**config.mk**
```make
export PLATFORM = sky130hd
export DESIGN_NAME = alu_share_ctrl
export DESIGN_NICKNAME = d
export VERILOG_FILES = /design/src/rtl/alu_share_pkg.sv /design/src/rtl/alu_share_ctrl_arb.sv /design/src/rtl/alu_share_ctrl.sv
export SDC_FILE = /design/constraint.sdc
export NUM_CORES = 1
export LEC_CHECK = 0
export BUFFER_PORTS_ARGS = -buffer_cell sky130_fd_sc_hd__buf_2
export CAP_MARGIN = 25
export CORE_MARGIN = 2
export CORE_UTILIZATION = 40
export CTS_BUF_LIST = sky130_fd_sc_hd__clkbuf_16
export DETAILED_ROUTE_END_ITERATION = 16
export GPL_TIMING_DRIVEN = 0
export PLACE_DENSITY_LB_ADDON = 0.1
export SLEW_MARGIN = 20
export SYNTH_ARGS = -nofsm -noshare
export SYNTH_HDL_FRONTEND = slang
export SYNTH_SLANG_ARGS = --single-unit
```
**constraint.sdc**
```tcl
create_clock -name clk -period 1.35 [get_ports clk]
set_input_delay 0.0675 -clock clk [delete_from_list [all_inputs] [get_ports clk]]
set_output_delay 0.0675 -clock clk [all_outputs]
set_load 0.01 [all_outputs]
```
**src/rtl/alu_share_pkg.sv**
```systemverilog
// Shared types and ALU control codes for the two-requester ALU sharing controller.
// The illegal-opcode check (alu_ctl_legal) is only used when ALU_OPCHK_EN is defined.
package alu_share_pkg;

  typedef enum logic [1:0] {
    IDLE = 2'd0,
    EXEC = 2'd1,
    RESP = 2'd2
  } state_e;

  localparam logic [3:0] ALU_AND = 4'b0000;
  localparam logic [3:0] ALU_OR  = 4'b0001;
  localparam logic [3:0] ALU_ADD = 4'b0010;
  localparam logic [3:0] ALU_SUB = 4'b0110;
  localparam logic [3:0] ALU_SLT = 4'b0111;

  function automatic logic alu_ctl_legal(input logic [3:0] ctl);
    logic legal;
    case (ctl)
      ALU_AND, ALU_OR, ALU_ADD, ALU_SUB, ALU_SLT: legal = 1'b1;
      default:                                    legal = 1'b0;
    endcase
    return legal;
  endfunction

endpackage

```
**src/rtl/alu_share_ctrl_arb.sv**
```systemverilog
// Combinational 2-way round-robin grant: a lone requester always wins,
// a tie goes to the requester named by prio. Grant is one-hot or zero.
module alu_rr_arb2 (
  input  logic [1:0] req,
  input  logic       prio,
  output logic [1:0] gnt
);

  always_comb begin
    gnt = 2'b00;
    case (req)
      2'b01:   gnt = 2'b01;
      2'b10:   gnt = 2'b10;
      2'b11:   gnt = prio ? 2'b10 : 2'b01;
      default: gnt = 2'b00;
    endcase
  end

endmodule

```
**src/rtl/alu_share_ctrl.sv**
```systemverilog
// Shares one combinational ALU between two requesters (IDLE -> EXEC -> RESP).
// Optional macro ALU_OPCHK_EN: reject illegal ctl codes with rsp_err instead of executing.
module alu_share_ctrl
  import alu_share_pkg::*;
#(
  parameter int WIDTH = 32,
  parameter int CTL_W = 4
) (
  input  logic             clk,
  input  logic             rst,
  input  logic [1:0]       req_valid,
  output logic [1:0]       req_ready,
  input  logic [WIDTH-1:0] req_a0,
  input  logic [WIDTH-1:0] req_b0,
  input  logic [WIDTH-1:0] req_a1,
  input  logic [WIDTH-1:0] req_b1,
  input  logic [CTL_W-1:0] req_ctl0,
  input  logic [CTL_W-1:0] req_ctl1,
  output logic [1:0]       rsp_valid,
  input  logic [1:0]       rsp_ready,
  output logic [WIDTH-1:0] rsp_result,
  output logic             rsp_zero,
  output logic             rsp_err,
  output logic [WIDTH-1:0] alu_a,
  output logic [WIDTH-1:0] alu_b,
  output logic [CTL_W-1:0] alu_ctl,
  input  logic [WIDTH-1:0] alu_out,
  input  logic [1:0]       alu_zero,
  output logic [1:0]       dbg_state_o,
  output logic             dbg_prio_o,
  output logic             dbg_owner_o
);

  // Handshakes: a transfer happens on a rising edge where valid && ready are both high.
  // Requesters hold valid and data stable until ready; responses hold until rsp_ready[owner].

  state_e           state_q;
  logic             prio_q;
  logic             owner_q;
  logic [WIDTH-1:0] a_q;
  logic [WIDTH-1:0] b_q;
  logic [CTL_W-1:0] ctl_q;
  logic [WIDTH-1:0] result_q;
  logic             zero_q;
  logic [1:0]       gnt;
  logic [WIDTH-1:0] sel_a;
  logic [WIDTH-1:0] sel_b;
  logic [CTL_W-1:0] sel_ctl;
  logic             unused_zero_hi;

  assign unused_zero_hi = alu_zero[1];

  alu_rr_arb2 u_arb (
    .req  (req_valid),
    .prio (prio_q),
    .gnt  (gnt)
  );

  assign sel_a   = gnt[1] ? req_a1   : req_a0;
  assign sel_b   = gnt[1] ? req_b1   : req_b0;
  assign sel_ctl = gnt[1] ? req_ctl1 : req_ctl0;

  assign req_ready = (state_q == IDLE && !rst) ? gnt : 2'b00;
  assign rsp_valid = (state_q == RESP) ? (owner_q ? 2'b10 : 2'b01) : 2'b00;

  assign rsp_result  = result_q;
  assign rsp_zero    = zero_q;
  assign alu_a       = a_q;
  assign alu_b       = b_q;
  assign alu_ctl     = ctl_q;
  assign dbg_state_o = state_q;
  assign dbg_prio_o  = prio_q;
  assign dbg_owner_o = owner_q;

`ifdef ALU_OPCHK_EN
  logic err_q;
  assign rsp_err = err_q;
`else
  assign rsp_err = 1'b0;
`endif

  always_ff @(posedge clk) begin
    if (rst) begin
      state_q  <= IDLE;
      prio_q   <= 1'b0;
      owner_q  <= 1'b0;
      a_q      <= '0;
      b_q      <= '0;
      ctl_q    <= '0;
      result_q <= '0;
      zero_q   <= 1'b0;
`ifdef ALU_OPCHK_EN
      err_q    <= 1'b0;
`endif
    end else begin
      case (state_q)
        IDLE: begin
          if (|gnt) begin
            owner_q <= gnt[1];
`ifdef ALU_OPCHK_EN
            // Illegal codes never reach the ALU; the error response skips EXEC.
            if (!alu_ctl_legal(sel_ctl)) begin
              result_q <= '0;
              zero_q   <= 1'b0;
              err_q    <= 1'b1;
              state_q  <= RESP;
            end else begin
              a_q     <= sel_a;
              b_q     <= sel_b;
              ctl_q   <= sel_ctl;
              state_q <= EXEC;
            end
`else
            a_q     <= sel_a;
            b_q     <= sel_b;
            ctl_q   <= sel_ctl;
            state_q <= EXEC;
`endif
          end
        end
        EXEC: begin
          result_q <= alu_out;
          zero_q   <= alu_zero[0];
`ifdef ALU_OPCHK_EN
          err_q    <= 1'b0;
`endif
          state_q  <= RESP;
        end
        RESP: begin
          if (rsp_ready[owner_q]) begin
            prio_q  <= ~owner_q;
            state_q <= IDLE;
          end
        end
        default: state_q <= IDLE;
      endcase
    end
  end

endmodule
```
Word-level counts from Yosys, hierarchy flattened
Index checks and enable logic that the tools add are counted.
Storage, ports and cells
  register bits after elaboration: 105
  bits of input ports: 176
Operators by class
  bitwise operators: 1
  muxes and demuxes: 13
  reductions and logical operators: 7
  order comparisons: 1
  equal/unequal tests: 7
Operator list (number)
  32-bit two-way mux: 2
  2-bit two-way mux: 6
  2-bit one-hot mux with 3 select lines: 2
  2-bit equality test (second input constant): 3
  2-bit AND reduction: 3
  2-bit by 1-bit equality test with 1-bit output (second input constant): 2
  4-bit two-way mux: 1
  2-bit by 1-bit != test with 1-bit output (second input constant): 2
  2-bit logical NOT: 1
  1-bit by 2-bit less-than comparator with 1-bit output (second input constant): 1
  1-bit two-way mux: 2
  2-bit OR reduction: 1
  1-bit logical AND: 1
  1-bit logical NOT: 1
  1-bit inverter: 1

Logic depth before layout (Yosys ltp)
Gate-level depths: netlist (run 1).
  depth after elaboration: 5
  depth in mapped cells: 6

By module
Synthesis (run 1) repeated with hierarchy kept, for this count alone.
Second synthesis, totals
  cells, all modules: 485
  area total of the unflattened synthesis: 4470.5 um^2
By module, submodules not included
  alu_share_ctrl: cells each 482, area an instance 4451.8 um^2, times used 1
  alu_rr_arb2: cells each 3, area an instance 18.8 um^2, times used 1

Least setup slack after synthesis (run 1)
Ideal clock, no wire load.
  path kind: reg2reg
  from: reg prio_q, in the netlist dbg_prio_o
  to: reg a_q[24], in the netlist alu_a[24]
  path buffers: 1
  arrival time: 1.315 ns
  setup slack: -0.088 ns
  data required time: 1.227 ns
  stages on the path, launching flop included: 5
  library setup time: 0.123 ns
  cells stage by stage: dfxtp_1 nand2b_1 clkbuf_1 a21boi_0 o32a_2
Between the ends
  word-level cells in the longest chain between the ends: 4
  elaborated cells between the ends (all ways): 5
  those cells by class: 3 x mux; 2 x reduce/logical
Ends and longest elaborated chain
  start: declaration: line alu_share_ctrl.sv:38  | logic prio_q;
  start signal: assignment: line alu_share_ctrl.sv:131  | prio_q <= ~owner_q;
  2-bit two-way mux *: line alu_share_ctrl_arb.sv:14  | 2'b11: gnt = prio ? 2'b10 : 2'b01;
  2-bit one-hot mux with 3 select lines *: line alu_share_ctrl_arb.sv:11  | case (req)
  2-bit OR reduction: line alu_share_ctrl.sv:98  | if (|gnt) begin
  2-bit AND reduction (no line)
  end signal: assignment: line alu_share_ctrl.sv:114  | a_q <= sel_a;
  end: declaration: line alu_share_ctrl.sv:40  | logic [WIDTH-1:0] a_q;
Every way passes the cells marked *; elsewhere a longest branch is shown, timed or not.
A chain may end at the register's enable or synchronous reset.

Final worst setup path (run 1)
  from: reg state_q[1], in the netlist dbg_state_o[1]
  to: reg b_q[7], in the netlist alu_b[7]
Between the ends
  word-level cells in the longest chain between the ends: 2
Ends and longest elaborated chain
  start: declaration: line alu_share_ctrl.sv:37  | state_e state_q;
  start signal: assignment: line alu_share_ctrl.sv:84  | state_q <= IDLE;
  start signal: assignment: line alu_share_ctrl.sv:117  | state_q <= EXEC;
  start signal: assignment: line alu_share_ctrl.sv:127  | state_q <= RESP;
  2-bit logical NOT: line alu_share_ctrl.sv:96  | case (state_q)
  2-bit AND reduction (no line)
  end signal: assignment: line alu_share_ctrl.sv:115  | b_q <= sel_b;
  end: declaration: line alu_share_ctrl.sv:41  | logic [WIDTH-1:0] b_q;
Every way passes these cells.

==> impl_results.md, run 1 <==
* Sequential power share at 40.2%
* CTS Buf Count at 9
* Vias in the first global route at 5769
* Hold_ws at -0.00254 ns
* Routability Congestion at 0.852
* Crit share post-route at 110%
* Pwr Density at 1060 mW/mm^2
* DR WL/cell at 17.8 um
* Max Cap Viol at 0
* P_leak at 3.87 nW
* # setup viols final at 68
* Failing checks: negative hold slack, negative setup slack
* Initial Utilization at 40.5%
* CP startpoint kind: register
* Crit end category: register
* Die Y at 114 um
* Setup CP Type: register to register
* Port-buffer cells at 281
* Register Area at 0.00211 mm^2
* Worst-path clk slew at 0.07 ns
* Final hold violations at 1
* Top_reg_cell synth: dfxtp_1
* FF-to-FF setup slack at -0.14 ns
* Fin crit period at 1.49 ns
* Mapped Cells at 573
* NetSw at 0.00280 W
* Largest net degree at the start of global routing at 16
* Core Area at 0.0119 mm^2
* DR pass1 iterations at 5
* Number of synthesized flops with an enable pin at 0
* CP max FO at 5
* Number of core rows at 40
* Setup ws final at -0.141 ns
* Clock Skews at 0.00502 ns
* Yosys cell types at 30
* Synth area leader: dfxtp_1
* Worst skew pair latency at 0.36 ns
* Clock Tree Root: clkbuf_16
* Register area share after synthesis at 43.6%
* Most common cell in the synthesized netlist: dfxtp_1
* Slowest cell on the critical path: dfxtp_4
* Share of layout cells above drive strength 1 at 48.2%
* Ys Warns at 0
* Final WL at 19800 um
* Antenna violations before repair at 1
* Synth top area cells: dfxtp_1 44%, a21oi_1 8.0%, a311oi_1 7.4%
* Chip width at 114 um
* VDD IR max at 549 uV
* H-tree depth at 3
* Vias per cell at 5.43
* Finished Layout Cells at 1116
* Tightest Pin Transition at 0.670 ns
* Cell area after synthesis at 0.00482 mm^2
* Hpwl dp at 13000 um
* First-pass GRT wire length at 28400 um
* CP required at 1.60 ns
* Final nets at 1141
* Max frequency at 671 MHz
* Number of cells after detailed placement at 1001
* Cell chain of the critical path: buf_4 -> nor2_4 -> clkbuf_16 -> buf_8 -> a21oi_1 -> a311oi_1
* Unrepaired setup endpoints after global routing: true
* Tot GR Track Use at 27.6%
* Clock power share at 26.2%
* Antenna cells at 0
* Final TNS setup at -4.21 ns
* Initial DRC Count at 295
* Area occupied by multi-input gates at 0.00276 mm^2
* Syn Area/Cell at 8.42 um^2
* CTS tree: done
* Via count at 6061
* Final max-slew violation count at 0
* Share of flip-flops with an asynchronous set or reset at 0%
* Gate power share at 33.6%
* Area growth syn-to-layout at 77.5%
* Slew margin rel. at 55.3%
* Worst Path Arrival at 1.74 ns
* Tot Pwr at 0.00908 W
* Class of the worst hold path: input port to register
* Total grt overflow at 0
* Synthesized Nets at 749
* Post-synth top area share at 43.6%
* Post-route DRC at 0
* Synth cell count leaders: 105 x dfxtp_1, 77 x a21oi_1, 66 x nand2_1
* CTS Buffer Depth at 2
* Status: complete, but fails checks
* Switching share of power at 30.8%
* Final ANT Viol Nets at 0
* Pint at 0.00628 W
* Clock Sinks at 105
* Num ports at 286
* Die area at 0.0130 mm^2
* Seq cells post-synth at 105
* CP max stage delay at 0.35 ns
* Fillers at 928
metal layers:
layer  GRT usage (%)  routed length (um)  vias to the layer above
li1                -                   -                     2907
met1            33.1                8090                     2825
met2            48.4                9790                      288
met3            5.58                1430                       41
met4            11.1                 538                        0
met5               0                   0                        -
power by group through the flow:
stage | sequential (W) | clock, W | combinational, W
final | 0.00365 | 0.00238 | 0.00305
after floorplan | 0.00385 | 0 | 0.000983
after global placement | 0.00369 | 0 | 0.00201
after detailed placement | 0.00370 | 0 | 0.00205
after global routing | 0.00368 | 0.00253 | 0.00326
after CTS | 0.00363 | 0.00241 | 0.00269
critical path, delay by kind of cell (launching register included):
| kind | cells | cell delay (ns) |
|---|---|---|
| and+or+nand+nor | 1 | 0.22 |
| DFF | 1 | 0.35 |
| buffers and inverters | 3 | 0.45 |
| AOI/OAI and AO/OA | 2 | 0.37 |
placed cells by master (no fill, tap or decap), drive strengths merged:
cell / count
a2111oi: 2
nor2: 4
clkinv: 3
and2b: 2
nand2b: 3
or2: 2
dlygate4sd3: 63
mux2i: 1
inv: 6
o21ai: 42
clkbuf: 42
a21boi: 27
nor2b: 29
nand3: 42
and2: 1
dfxtp: 105
a311oi: 41
a21oi: 77
nor3: 1
buf: 352
o32a: 27
nand2: 67
and3: 28
nor4: 1
conb: 1
kinds of logic after synthesis:
family          share of synthesized area, %
simple gates                            18.8
flops                                   43.6
buf+inv                                 6.82
mux                                    0.208
other cells                           0.0777
compound gates                          30.5
path summary, 6_finish.rpt:
path / from / to / depth (start not counted)
hold / removal: req_b0[19] / alu_b[19] / 3
hold reg to reg: rsp_result[12] / rsp_result[12] / 2
setup / recovery: dbg_state_o[1] / alu_b[7] / 6
setup reg to reg: dbg_state_o[1] / alu_b[7] / 6
cell type report:
class                      instances  share of cell area, %
inverter                           3                  0.132
multi-input combinational        398                   32.3
clock buffer                       9                   2.63
clock inverter                     6                  0.351
buffer                            65                   6.95
sequential                       105                   24.7
tap                              147                   2.15
timing repair buffer             383                   30.8
state kept, by name (all words and copies together), names as in the netlist:
register / count
alu_a: 32
alu_b: 32
rsp_result: 32
alu_ctl: 4
dbg_state_o: 2
dbg_owner_o: 1
dbg_prio_o: 1
rsp_zero: 1
repair_timing:
action	in CTS	in global routing
buffers inserted	17	1
hold endpoints to repair	56	1
pin swaps	23	39
cloned	11	11
resized for setup	103	118
hold buffers	62	1
setup endpoints to repair	104	105
stage by stage:
stage                     utilization (%)  area (um^2)  worst slack [ns]
final                                71.9         8560            -0.141
after global routing                 71.9         8560            -0.173
after CTS                            67.3         8010            -0.200
after detailed placement             54.0         6430            -0.343
after global placement               54.0         6430            -0.334
after floorplan                         -         4840           -0.0607
No activity file was read; power rests on OpenSTA's default activity.
==> inputs of run 2 (changes only) <==
ABC_AREA = 1   (was default)
==> impl_results.md, run 2 <==
* Final ANT Viol Nets at 0 (unchanged)
* Most common cell in the synthesized netlist: nand2_1
* NetSw at 0.00279 W (-0.49%)
* Vias in the first global route at 5197 (-9.9%)
* Clock Skews at 0.00767 ns (+0.00265 ns)
* CP max FO at 10 (+5)
* Core Area at 0.0125 mm^2 (+4.7%)
* Final core occ at 60.0% (-12 points)
* Synth area leader: dfxtp_1
* Max Cap Viol at 0 (unchanged)
* Seq cells post-synth at 105 (unchanged)
* Setup ws final at 0.0868 ns (+0.228 ns)
* Worst Path Arrival at 1.51 ns (-0.23 ns)
* H-tree depth at 3 (unchanged)
* Crit share post-route at 93.6% (-17 points)
* VDD IR max at 538 uV (-2.1%)
* Initial Utilization at 40.6% (+0.13 points)
* Die Y at 117 um (+2.4%)
* Share of layout cells above drive strength 1 at 34.3% (-14 points)
* Register area share after synthesis at 41.5% (-2.1 points)
* Status: complete, no violations
* Mapped Cells at 730 (+27%)
* Worst skew pair latency at 0.35 ns (about the same)
* Synth top area cells: dfxtp_1 42%, nand2_1 12%, nor2_1 11%
* Fin crit period at 1.26 ns (-0.228 ns)
* Chip width at 117 um (+2.4%)
* Die area at 0.0136 mm^2 (+4.8%)
* CTS Buffer Depth at 2 (unchanged)
* Pwr Density at 1150 mW/mm^2 (+8.7%)
* Number of core rows at 41 (+2.5%)
* Tot GR Track Use at 23.7% (-3.9 points)
* Setup CP Type: register to register
* Hpwl dp at 12400 um (-4.3%)
* Antenna violations before repair at 2 (+1)
* Class of the worst hold path: input port to register
* Num ports at 286 (unchanged)
* Syn Area/Cell at 6.94 um^2 (-18%)
* CTS tree: done
* CP required at 1.60 ns (about the same)
* Largest net degree at the start of global routing at 19 (+3)
* Cell area after synthesis at 0.00506 mm^2 (+5.0%)
* Hold_ws at 0.00864 ns (+0.0112 ns)
* Sequential power share at 42.6% (+2.4 points)
* Vias per cell at 4.66 (-14%)
* Via count at 5798 (-4.3%)
* Port-buffer cells at 282 (+0.36%)
* Area growth syn-to-layout at 47.8%
* Final max-slew violation count at 0 (unchanged)
* DR WL/cell at 13.6 um (-23%)
* Clock Tree Root: clkbuf_16
* Gate power share at 28.2% (-5.4 points)
* Share of flip-flops with an asynchronous set or reset at 0% (unchanged)
* Ys Warns at 0 (unchanged)
* Pre-CTS setup slack at -0.184 ns (+0.159 ns)
* CTS Buf Count at 9 (unchanged)
* Synthesized Nets at 906 (+21%)
* Fillers at 1238 (+33%)
* Crit end category: register
* Final WL at 17000 um (-14%)
* Post-synth top area share at 41.5% (-2.1 points)
* CP startpoint kind: register
* DR pass1 iterations at 4 (-1)
* Worst-path clk slew at 0.07 ns (about the same)
* Max frequency at 792 MHz (+18%)
* Post-route DRC at 0 (unchanged)
* Routability Congestion at 0.796 (-6.6%)
* First-pass GRT wire length at 25300 um (-11%)
* Yosys cell types at 20 (-33%)
* Pint at 0.00584 W (-6.9%)
* Switching share of power at 32.3% (+1.4 points)
* Commonest non-fill, non-tap cell in the layout: buf_2
* Synth cell count leaders: 158 x nand2_1, 153 x nor2_1, 105 x dfxtp_1
* Total grt overflow at 0 (unchanged)
* P_leak at 4.13 nW (+6.6%)
* Finished Layout Cells at 1245 (+12%)
* Most frequent cells in the layout: 304 x buf_2, 157 x nand2_1, 146 x nor2_1, 102 x dfxtp_1, 95 x nand3_1
* Initial DRC Count at 309 (+4.7%)
* Top_reg_cell synth: dfxtp_1
* Final hold violations at 0 (-1)
* # setup viols final at 0 (-100%)
* Number of cells after detailed placement at 1184 (+18%)
* Clock power share at 29.1% (+2.9 points)
* Final nets at 1242 (+8.9%)
* Unrepaired setup endpoints after global routing: true
* Tot Pwr at 0.00863 W (-5.0%)
* Number of synthesized flops with an enable pin at 0 (unchanged)
* Clock Sinks at 105 (unchanged)
run 2: cell count changes after synthesis, sizes merged, moves of 30 or more:
cell / previous run / this run
nor2: 4 / 155
a21oi: 77 / 2
a311oi: 41 / 0
nand3: 42 / 96
inv: 3 / 33
o21bai: 0 / 41
nand2: 67 / 160
run 2: layout make-up:
cell class	count	area [um^2]	area share (%)
antenna	2	5.00	0.0669
buffer	58	384	5.13
timing repair buffer	326	1840	24.6
sequential	105	2110	28.1
clock buffer	9	225	3.01
clock inverter	7	53.8	0.719
inverter	34	134	1.79
tap	172	215	2.88
multi-input combinational	532	2520	33.7
run 2: cell families after synthesis:
kind of cell           Yosys count  synth area share [%]
AND/OR/NAND/NOR                412                  33.4
AO/OA/AOI/OAI                  119                  15.8
flip-flops                     105                  41.5
buffers and inverters           93                  9.22
other                            1                0.0741
run 2: stage by stage:
step	instance area, um^2	TNS (ns)
detailed placement	6690	-1.78
global placement	6690	-1.93
floorplan	5060	0
global route	7480	-0.231
CTS	7380	0
finish	7480	0
run 2: repair_timing:
action / 4_1_cts / 5_1_grt
hold endpoints to repair: 40 / 0
setup buffers: 1 / 2
setup endpoints to repair: 24 / 80
pin swaps: 0 / 1
gates cloned: 0 / 1
hold buffers: 40 / 0
gates resized for setup: 4 / 37
run 2: path summary, 6_finish.rpt:
kind / cells after the start / slack (ns) / to / from
setup / recovery: 8 / 0.09 / alu_b[25] / dbg_state_o[1]
hold / removal: 5 / 0.009 / alu_a[7] / req_a0[7]
setup reg to reg: 8 / 0.09 / alu_b[25] / dbg_state_o[1]
hold reg to reg: 2 / 0.51 / rsp_zero / rsp_zero
run 2: layer usage:
metal	share of wire, %	up-vias	GRT usage (%)	routed length, um
met2	48	192	41.0	8200
met1	42	2573	28.1	7190
met4	1.8	0	8.49	306
met3	7.6	21	6.64	1280
li1	-	3012	-	-
met5	0	-	0	0
run 2: power by group through the flow:
stage               Sequential [W]  Combinational [W]  Clock [W]
global route               0.00372            0.00273    0.00269
global placement           0.00373            0.00228          0
floorplan                  0.00393            0.00113          0
detailed placement         0.00374            0.00228          0
finish                     0.00368            0.00243    0.00251
CTS                        0.00368            0.00238    0.00256
run 2: worst max-delay path, cell delays in order, from the launching register on:
cell and delay [ns]:
dfxtp_2 0.36, inv_2 0.07, nand2_2 0.06, nor2_4 0.12, buf_8 0.17, buf_6 0.15, nand2_1 0.06, nor2_1 0.12
nor2_1 0.05
